**src/rtl/jk_mon_pkg.sv**
```systemverilog
// Shared definitions for the JK toggle monitor slice.
// Holds the monitor FSM state encoding and the default counter widths.
// No logic; imported by the monitor top.
package jk_mon_pkg;

    typedef enum logic [1:0] {
        ST_IDLE = 2'd0,
        ST_LOW  = 2'd1,
        ST_HIGH = 2'd2
    } mon_state_t;

    localparam int CNT_W_DEF     = 8;
    localparam int LEN_W_DEF     = 8;
    localparam int STUCK_CYC_DEF = 16;

endpackage

```
**src/rtl/jk_edge_det.sv**
```systemverilog
// Samples the JK q level and flags 0->1 / 1->0 transitions.
// Latency: flags appear one edge after the new level reaches s (q_in->s is 1 edge, 2 with JK_MON_SYNC_EN).
// Backpressure: none; free-running pipeline, every clock produces a result.
//
// Ports: clk/rst (async active-high), q_in (raw q), e_rise/e_fall (registered
// transition flags), e_lvl (level the flags refer to), e_vld (e_lvl holds a real
// sample taken after reset). Macro JK_MON_SYNC_EN adds a synchronizer stage.
module jk_edge_det (
    input  logic clk,
    input  logic rst,
    input  logic q_in,
    output logic e_rise,
    output logic e_fall,
    output logic e_lvl,
    output logic e_vld
);

    logic src;
    logic src_v;
    logic s;
    logic sv;
    logic p;

`ifdef JK_MON_SYNC_EN
    // sync_q and s form the two-flop synchronizer; s doubles as the sample
    // register, so enabling it costs exactly one extra edge of latency.
    logic sync_q;
    logic sync_v;

    always_ff @(posedge clk or posedge rst) begin
        if (rst) begin
            sync_q <= 1'b0;
            sync_v <= 1'b0;
        end else begin
            sync_q <= q_in;
            sync_v <= 1'b1;
        end
    end

    assign src   = sync_q;
    assign src_v = sync_v;
`else
    assign src   = q_in;
    assign src_v = 1'b1;
`endif

    // sv marks that s holds a genuine sample rather than its reset value.
    always_ff @(posedge clk or posedge rst) begin
        if (rst) begin
            s      <= 1'b0;
            sv     <= 1'b0;
            p      <= 1'b0;
            e_rise <= 1'b0;
            e_fall <= 1'b0;
            e_lvl  <= 1'b0;
            e_vld  <= 1'b0;
        end else begin
            s      <= src;
            sv     <= src_v;
            p      <= s;
            e_rise <= s & ~p;
            e_fall <= ~s & p;
            e_lvl  <= s;
            e_vld  <= sv;
        end
    end

endmodule

```
**src/rtl/jk_toggle_monitor.sv**
```systemverilog
// Monitors the JK flip-flop q: edge pulses, toggle count, high-period length, stuck flag.
// Latency: rise/fall 2 edges after q_in is first sampled (3 with JK_MON_SYNC_EN); all outputs registered.
// Backpressure: none; observes every cycle, counters saturate instead of stalling.
//
// Ports: clk, rst (async active-high), q_in, clr (sync clear of counters/flags),
// rise/fall pulses, toggle_cnt + sticky cnt_ovf, high_len + len_valid pulse,
// stuck level. Macro JK_MON_SYNC_EN enables the input synchronizer.
module jk_toggle_monitor
    import jk_mon_pkg::*;
#(
    parameter int CNT_W     = CNT_W_DEF,
    parameter int LEN_W     = LEN_W_DEF,
    parameter int STUCK_CYC = STUCK_CYC_DEF
) (
    input  logic             clk,
    input  logic             rst,
    input  logic             q_in,
    input  logic             clr,
    output logic             rise,
    output logic             fall,
    output logic [CNT_W-1:0] toggle_cnt,
    output logic             cnt_ovf,
    output logic [LEN_W-1:0] high_len,
    output logic             len_valid,
    output logic             stuck
);

    localparam int                IDLE_W    = $clog2(STUCK_CYC + 1);
    localparam logic [CNT_W-1:0]  CNT_MAX   = {CNT_W{1'b1}};
    localparam logic [LEN_W-1:0]  LEN_MAX   = {LEN_W{1'b1}};
    localparam logic [IDLE_W-1:0] STUCK_LIM = IDLE_W'(STUCK_CYC);

    logic e_rise;
    logic e_fall;
    logic e_lvl;
    logic e_vld;

    jk_edge_det u_edge_det (
        .clk    (clk),
        .rst    (rst),
        .q_in   (q_in),
        .e_rise (e_rise),
        .e_fall (e_fall),
        .e_lvl  (e_lvl),
        .e_vld  (e_vld)
    );

    mon_state_t state;
    mon_state_t state_nxt;

    logic [LEN_W-1:0]  hcnt;
    logic              hcnt_ok;
    logic [IDLE_W-1:0] idle_cnt;

    logic              rise_nxt;
    logic              fall_nxt;
    logic [CNT_W-1:0]  cnt_nxt;
    logic              ovf_nxt;
    logic [LEN_W-1:0]  hlen_nxt;
    logic              lv_nxt;
    logic              stuck_nxt;
    logic [LEN_W-1:0]  hcnt_nxt;
    logic              hcnt_ok_nxt;
    logic [IDLE_W-1:0] idle_nxt;

    // Edge flags are only meaningful against the level the FSM believes in;
    // in IDLE the first valid sample just establishes that level.
    logic is_rise;
    logic is_fall;

    assign is_rise = (state == ST_LOW)  && e_rise;
    assign is_fall = (state == ST_HIGH) && e_fall;

    always_ff @(posedge clk or posedge rst) begin
        if (rst) begin
            state <= ST_IDLE;
        end else begin
            state <= state_nxt;
        end
    end

    always_comb begin
        state_nxt = state;
        if (clr) begin
            state_nxt = ST_IDLE;
        end else begin
            case (state)
                ST_IDLE: if (e_vld)   state_nxt = e_lvl ? ST_HIGH : ST_LOW;
                ST_LOW:  if (e_rise)  state_nxt = ST_HIGH;
                ST_HIGH: if (e_fall)  state_nxt = ST_LOW;
                default:              state_nxt = ST_IDLE;
            endcase
        end
    end

    always_comb begin
        rise_nxt    = 1'b0;
        fall_nxt    = 1'b0;
        lv_nxt      = 1'b0;
        cnt_nxt     = toggle_cnt;
        ovf_nxt     = cnt_ovf;
        hlen_nxt    = high_len;
        stuck_nxt   = stuck;
        hcnt_nxt    = hcnt;
        hcnt_ok_nxt = hcnt_ok;
        idle_nxt    = idle_cnt;
        if (clr) begin
            // high_len survives a clear; an open high period is abandoned.
            cnt_nxt     = '0;
            ovf_nxt     = 1'b0;
            stuck_nxt   = 1'b0;
            idle_nxt    = '0;
            hcnt_ok_nxt = 1'b0;
        end else if (state == ST_IDLE) begin
            idle_nxt    = '0;
            hcnt_nxt    = '0;
            hcnt_ok_nxt = 1'b0;
        end else if (is_rise || is_fall) begin
            rise_nxt  = is_rise;
            fall_nxt  = is_fall;
            idle_nxt  = '0;
            stuck_nxt = 1'b0;
            if (toggle_cnt == CNT_MAX) begin
                ovf_nxt = 1'b1;
            end else begin
                cnt_nxt = toggle_cnt + 1'b1;
            end
            if (is_rise) begin
                hcnt_nxt    = {{(LEN_W-1){1'b0}}, 1'b1};
                hcnt_ok_nxt = 1'b1;
            end else begin
                // Only a high period that began with a reported rise is complete.
                if (hcnt_ok) begin
                    hlen_nxt = hcnt;
                    lv_nxt   = 1'b1;
                end
                hcnt_ok_nxt = 1'b0;
            end
        end else begin
            if ((state == ST_HIGH) && (hcnt != LEN_MAX)) begin
                hcnt_nxt = hcnt + 1'b1;
            end
            if (idle_cnt != STUCK_LIM) begin
                idle_nxt = idle_cnt + 1'b1;
            end
            stuck_nxt = (idle_nxt == STUCK_LIM);
        end
    end

    always_ff @(posedge clk or posedge rst) begin
        if (rst) begin
            rise       <= 1'b0;
            fall       <= 1'b0;
            toggle_cnt <= '0;
            cnt_ovf    <= 1'b0;
            high_len   <= '0;
            len_valid  <= 1'b0;
            stuck      <= 1'b0;
            hcnt       <= '0;
            hcnt_ok    <= 1'b0;
            idle_cnt   <= '0;
        end else begin
            rise       <= rise_nxt;
            fall       <= fall_nxt;
            toggle_cnt <= cnt_nxt;
            cnt_ovf    <= ovf_nxt;
            high_len   <= hlen_nxt;
            len_valid  <= lv_nxt;
            stuck      <= stuck_nxt;
            hcnt       <= hcnt_nxt;
            hcnt_ok    <= hcnt_ok_nxt;
            idle_cnt   <= idle_nxt;
        end
    end

endmodule

```
**config.mk**
```make
export PLATFORM = sky130hd
export DESIGN_NAME = jk_toggle_monitor
export DESIGN_NICKNAME = d
export VERILOG_FILES = /design/src/rtl/jk_mon_pkg.sv /design/src/rtl/jk_edge_det.sv /design/src/rtl/jk_toggle_monitor.sv
export SDC_FILE = /design/constraint.sdc
export NUM_CORES = 1
export LEC_CHECK = 0
export CAP_MARGIN = 20
export CORE_ASPECT_RATIO = 0.8
export CORE_MARGIN = 2
export CORE_UTILIZATION = 40
export DETAILED_ROUTE_END_ITERATION = 16
export HOLD_SLACK_MARGIN = 0.05
export PLACE_DENSITY = 0.73
export SLEW_MARGIN = 25
export SYNTH_ARGS = -nofsm -noshare
export SYNTH_HDL_FRONTEND = slang
export SYNTH_HIERARCHICAL = 1
export SYNTH_SLANG_ARGS = --single-unit
```
**constraint.sdc**
```tcl
create_clock -name clk -period 2.25 [get_ports clk]
set_input_delay 0.45 -clock clk [delete_from_list [all_inputs] [get_ports clk]]
set_output_delay 0.45 -clock clk [all_outputs]
set_load 0.01 [all_outputs]
```
==> impl_metrics.csv, run 1 <==
group,metric,value,unit
floorplan,die_y,67.5,microns
placed_design,port_buffers,24,
power_and_ir_drop,internal_power,1.20,mW
sta,rsz0062_at_grt,"false",
floorplan,start_util,40.9,%
cts,clockRootBuffer,"clkbuf_8",
yosys,syn_inst,186,
sta,report.final.slew_viol_count,0,
sta,max_freq,546,MHz
routing,dr.pass1.iters,4,
cts,ctsHoldBuffers,0,
routing,drtIter0Drc,85,
routing,drtAntennaViolNets,0,
setup_path,worstSetupEndpointType,"register",
hold_path,hold_path_startpoint,"u_edge_det/sv$_DFF_PP0_",
floorplan,io_pins,25,
yosys,async_reset_ff_share,100,%
sta,period_minus_slack,1830,ps
setup_path,path_cells,"nor2b_1 -> o21ai_1 -> o22ai_1 -> a22o_1",
yosys,syn-num-nets,194,
yosys,synth_area,0.00201,sq mm
cts,ctsResizeCount,0,
cts,clk_latency,300,ps
cts,cts_tree,"built",
yosys,ys.flop_type,"dfrtp_1",
floorplan,dieArea,0.00562,sq mm
floorplan,die_x,83.3,microns
cts,cts.sinks,43,
placed_design,pre_cts_slack,124,ps
cts,clock_path_buffers,2,
power_and_ir_drop,powerDensity,627,mW/mm^2
cts,cts_setup_buffers,0,
setup_path,critical_path_class,"register to register",
setup_path,max_stage_delay,580,ps
cts,cts_buffers,5,
routing,wl_per_cell,13.4,microns
final_layout,nFillCells,432,
power_and_ir_drop,ir_drop,268,uV
global_routing,overflow,0,
yosys,ys_ff_latch,43,
routing,vias,1512,
sta,final.period_utilization,81.5,%
sta,maxSlewHeadroom,51.1,%
cts,clkSlewWorstSetupHoldPaths,80,ps
setup_path,start_kind,"register",
final_layout,layout.nets,226,
final_layout,mostFrequentLayoutCells,"dfrtp_1 (43), clkdlybuf4s50_1 (24), a21oi_1 (11), nand2_1 (11)",
global_routing,grt_max_degree,38,
sta,finalSetupViolCount,0,
setup_path,critical-path-top-delay-family,"compound AO/OA/AOI/OAI gates",
sta,clock_skew,10.9,ps
final_layout,area_delta_synth_final,22.7,%
global_routing,grt_pass1_wl,6.36,mm
power_and_ir_drop,switchingPower,0.352,mW
global_routing,antenna_found_initial,0,
power_and_ir_drop,combPwrFrac,7.1,%
setup_path,crit_path_max_fanout,12,
power_and_ir_drop,p_leak,1.07,nW
placed_design,gp_congestion,0.806,
global_routing,grt_pass1_vias,1398,
power_and_ir_drop,power_frac_seq,52.8,%
routing,drc,0,
status,status,"complete, no violations",
final_layout,layout-drive-gt1-share,13.7,%
sta,tightest_slew,728,ps
yosys,ys_types,46,
sta,setup_ws,417,ps
power_and_ir_drop,power_frac_clock,40.1,%
setup_path,reg2reg_from,"state[0]$_DFFE_PP0P_",
floorplan,core.rowCount,23,
yosys,synth_edf_count,0,
floorplan,core_area,0.00492,sq mm
global_routing,grt_usage,14.4,%
hold_path,hold_path_class,"register to register",
routing,routed_via_density,5.38,
setup_path,critPathSlowestCell,"o21ai_1",
cts,cts.htree.levels,2,
setup_path,arrival,2030,ps
yosys,syn_area_per_cell,10.8,sq um
final_layout,insertedDiodeCount,0,
sta,timing.final.hold_violations,0,
placed_design,dp.final_hpwl,2.71,mm
setup_path,required,2450,ps
setup_path,cp.buffers_inverters,0,
routing,wl,3.77,mm
setup_path,critPathLaunch,"state[0]$_DFFE_PP0P_",
final_layout,layout.cells.most_common,"dfrtp_1",
power_and_ir_drop,switching_share,22.7,%
job,cap_violations,0,
sta,fin_setup_tns,0,ps
yosys,yosysWarnings,6,
yosys,ys_seq_area_share,53.4,%
[cells by family after synthesis]
| family | Yosys count | synth area share (%) |
|---|---|---|
| compound gates | 40 | 13.4 |
| xor+xnor | 3 | 1.31 |
| fa+ha+maj | 4 | 2.49 |
| buf+inv | 16 | 3.42 |
| flops | 43 | 53.4 |
| mux | 11 | 6.09 |
| other cells | 1 | 0.186 |
| simple gates | 68 | 19.7 |
[cells in the mapped netlist (3+ instances only)]
| cell | number | area [sq um] |
|---|---|---|
| a21oi_1 | 11 | 55.1 |
| and3_1 | 3 | 18.8 |
| clkbuf_1 | 3 | 11.3 |
| dfrtp_1 | 43 | 1080 |
| ha_1 | 4 | 50.1 |
| inv_1 | 10 | 37.5 |
| mux2_2 | 10 | 113 |
| nand2_1 | 11 | 41.3 |
| nand2b_1 | 3 | 18.8 |
| nand3_1 | 10 | 50.1 |
| nand3b_1 | 5 | 37.5 |
| nand4_1 | 3 | 18.8 |
| nor2_1 | 10 | 37.5 |
| nor2b_1 | 3 | 18.8 |
| nor3_1 | 8 | 40.0 |
| nor4b_1 | 3 | 26.3 |
| o211ai_1 | 4 | 30.0 |
| o21ai_0 | 4 | 20.0 |
| o22ai_1 | 3 | 18.8 |
| o31ai_1 | 3 | 22.5 |
| xor2_1 | 3 | 26.3 |
[sequential cells by signal, indices dropped and copies added (netlist names), 2 cells and up]
| name | flops |
|---|---|
| toggle_cnt | 8 |
| hcnt | 8 |
| high_len | 8 |
| state | 2 |
| idle_cnt | 5 |
[power by group through the flow]
stage / logic [mW] / clock network [mW] / registers [mW]
floorplan: 0.0826 / 0 / 0.821
global placement: 0.110 / 0 / 0.831
detailed placement: 0.113 / 0 / 0.832
CTS: 0.113 / 0.645 / 0.817
global route: 0.126 / 0.676 / 0.822
finish: 0.111 / 0.620 / 0.817
[path summary, 6_finish.rpt]
kind | endpoint | slack [ps] | depth (start not counted)
setup / recovery | hcnt[6]$_DFFE_PP0P_ | 420 | 4
hold / removal | u_edge_det/e_vld$_DFF_PP0_ | 360 | 0
setup reg to reg | hcnt[6]$_DFFE_PP0P_ | 420 | 4
hold reg to reg | u_edge_det/e_vld$_DFF_PP0_ | 360 | 0
max in group asynchronous | high_len[2]$_DFFE_PP0P_ | 1340 | 3
min in group asynchronous | u_edge_det/sv$_DFF_PP0_ | 380 | 2
[metrics by stage]
step | instance area [sq um] | hold WS [ps] | util [%] | cells | power, mW
6_report | 2470 | 356 | 50.2 | 281 | 1.55
5_1_grt | 2470 | 381 | 50.2 | 281 | 1.62
4_1_cts | 2470 | 362 | 50.2 | 281 | 1.57
3_5_place_dp | 2350 | 343 | 47.8 | 273 | 0.945
3_3_place_gp | 2350 | 334 | 47.8 | 273 | 0.941
2_1_floorplan | 2010 | 241 | - | 186 | 0.904
[cell type report]
type / instances / area, sq um / share of cell area [%]
Tap cell: 62 / 77.6 / 3.14
Clock buffer: 6 / 82.6 / 3.34
Inverter: 10 / 37.5 / 1.52
Sequential cell: 43 / 1080 / 43.6
Clock inverter: 2 / 35.0 / 1.42
Timing Repair Buffer: 31 / 293 / 11.9
Multi-Input combinational cell: 127 / 868 / 35.2
[layer usage]
metal  vias to the layer above  routed length [microns]  global-route usage, %
met2                        23                     1690                   22.6
li1                        747                        -                      -
met1                       736                     1860                   18.5
met4                         0                       63                   6.76
met5                         -                        0                      0
met3                         6                      162                   4.52
Power figures use the tool's default switching activity.
==> run 2, diff against run 1 <==
clock period = 1.7 ns   (was 2.25 ns; I/O delays follow)
==> impl_metrics.csv, run 2 (synthesis gave the netlist of run 1 again) <==
group,metric,value,unit
routing,wl,3.96,mm
sta,finalSetupViolCount,0,
floorplan,die_x,83.3,microns
global_routing,grt_usage,15.1,%
power_and_ir_drop,power_frac_seq,53.0,%
final_layout,largestRegisters,"hcnt: 8 flops, high_len: 8 flops, toggle_cnt: 8 flops",
routing,vias,1585,
routing,drtAntennaViolNets,0,
power_and_ir_drop,internal_power,1.57,mW
placed_design,gp_congestion,0.850,
cts,cts.htree.levels,2,
setup_path,required,1910,ps
cts,clkSlewWorstSetupHoldPaths,70,ps
final_layout,mostFrequentLayoutCells,"dfrtp_1 (39), clkdlybuf4s50_1 (23), buf_4 (21), nand2_1 (11)",
floorplan,core.rowCount,23,
final_layout,layout.cells.most_common,"dfrtp_1",
routing,dr_wl_met2,1.93,mm
cts,cts_tree,"built",
placed_design,dp.final_hpwl,2.80,mm
sta,max_freq,596,MHz
setup_path,r2r_slack,20,ps
global_routing,grt_pass1_wl,6.78,mm
status,status,"complete, no violations",
setup_path,reg2reg_from,"u_edge_det/e_fall$_DFF_PP0_",
power_and_ir_drop,combPwrFrac,10.1,%
floorplan,dieArea,0.00562,sq mm
setup_path,worstReg2RegEnd,"hcnt[5]$_DFFE_PP0P_",
final_layout,layout-drive-gt1-share,23.2,%
placed_design,port_buffers,24,
sta,clock_skew,5.55,ps
power_and_ir_drop,ir_drop,414,uV
routing,wl_per_cell,13.4,microns
global_routing,antenna_found_initial,0,
global_routing,overflow,0,
final_layout,layout.nets,241,
cts,clockRootBuffer,"clkbuf_8",
cts,cts_buffers,5,
hold_path,hold_path_class,"input pin to asynchronous set/reset pin",
setup_path,critical_path_class,"register to register",
sta,rsz0062_at_grt,"true",
routing,drc,0,
setup_path,arrival,1890,ps
final_layout,final_util,53.3,%
sta,fin_setup_tns,0,ps
setup_path,worst_r2r_path_depth,4,
power_and_ir_drop,power_frac_clock,36.9,%
power_and_ir_drop,p_leak,1.14,nW
cts,ctsHoldBuffers,0,
cts,clk_latency,280,ps
floorplan,core_area,0.00492,sq mm
setup_path,worstSetupEndpointType,"register",
final_layout,area_delta_synth_final,30.3,%
final_layout,insertedDiodeCount,0,
setup_path,start_kind,"register",
sta,timing.final.hold_violations,0,
floorplan,die_y,67.5,microns
global_routing,grt_pass1_vias,1474,
routing,dr.max_layer_used,"met4",
sta,report.final.slew_viol_count,0,
floorplan,io_pins,25,
power_and_ir_drop,switchingPower,0.440,mW
power_and_ir_drop,powerDensity,766,mW/mm^2
power_and_ir_drop,switching_share,21.9,%
floorplan,start_util,40.9,%
sta,final.period_utilization,98.7,%
cts,clock_path_buffers,2,
routing,dr_wl_met3,152,microns
routing,wl_met1,1.88,mm
routing,dr.pass1.iters,4,
power_and_ir_drop,fin_total_pwr,2.01,mW
routing,routed_via_density,5.37,
cts,cts.sinks,43,
routing,drtIter0Drc,66,
setup_path,crit_path_max_fanout,5,
sta,period_minus_slack,1680,ps
job,cap_violations,0,
global_routing,grt_max_degree,38,
[run 2: cell types whose count changed in the layout (fill, tap and decap cells not counted), sizes merged]
cell,change
clkinv,-1
buf,+15
dlygate4sd2,+1
clkdlybuf4s50,-1
[run 2: worst max path at each step]
stage / from / end / slack [ps] / depth (start not counted)
5_1_grt: u_edge_det/e_fall$_DFF_PP0_ / hcnt[3]$_DFFE_PP0P_ / -40 / 4
3_5_place_dp: clr / hcnt[5]$_DFFE_PP0P_ / -330 / 5
6_report: u_edge_det/e_fall$_DFF_PP0_ / hcnt[5]$_DFFE_PP0P_ / 20 / 4
2_1_floorplan: hcnt[0]$_DFFE_PP0P_ / hcnt[5]$_DFFE_PP0P_ / 70 / 6
4_1_cts: toggle_cnt[4]$_DFFE_PP0P_ / toggle_cnt[4] / 10 / 1
3_3_place_gp: clr / hcnt[5]$_DFFE_PP0P_ / -280 / 5
[run 2: layout make-up]
class | instances | area, sq um
fillers | 429 | 2300
flip-flops and latches | 43 | 1080
multi-input cells | 127 | 907
repair buffers | 46 | 417
well taps | 62 | 77.6
clock buffers | 6 | 72.6
inverters | 10 | 37.5
clock inverters | 1 | 30.0
[run 2: critical path: stages (launching register included)]
cell and delay (ps):
dfrtp_2 450, nor4b_4 360, o31ai_4 150, or4_4 530
a21oi_2 130
[run 2: per-stage QoR]
step	instance area [sq um]	hold WS (ps)	worst slack, ps	std cells
final	2620	288	22.6	295
after global routing	2620	307	-36.0	295
after detailed placement	2450	345	-330	285
after CTS	2590	287	11.1	294
after floorplan	2010	131	74.1	186
after global placement	2450	333	-283	285
[run 2: what timing repair did]
item,CTS,global route
cloned,0,0
pin swaps,1,5
gates resized for setup,4,9
buffers inserted,2,1
hold endpoints to repair,0,0
setup endpoints to repair,4,12
[run 2: power by group through the flow]
stage	clock [mW]	sequential, mW	combinational [mW]
after global placement	0	1.09	0.188
after floorplan	0	1.09	0.109
after detailed placement	0	1.09	0.191
final	0.741	1.07	0.202
after CTS	0.767	1.06	0.200
after global routing	0.825	1.07	0.231
[run 2: per-layer routing]
metal / vias up / global-route usage [%]
li1: 776 / -
met1: 776 / 20.3
met2: 31 / 24.6
met3: 2 / 5.38
met4: 0 / 2.05
met5: - / 0
==> run 3, diff against run 2 <==
SLEW_MARGIN = unset   (was 25)
==> results of run 3 <==
Final layout, timing and power as in run 2 (identical DEF).
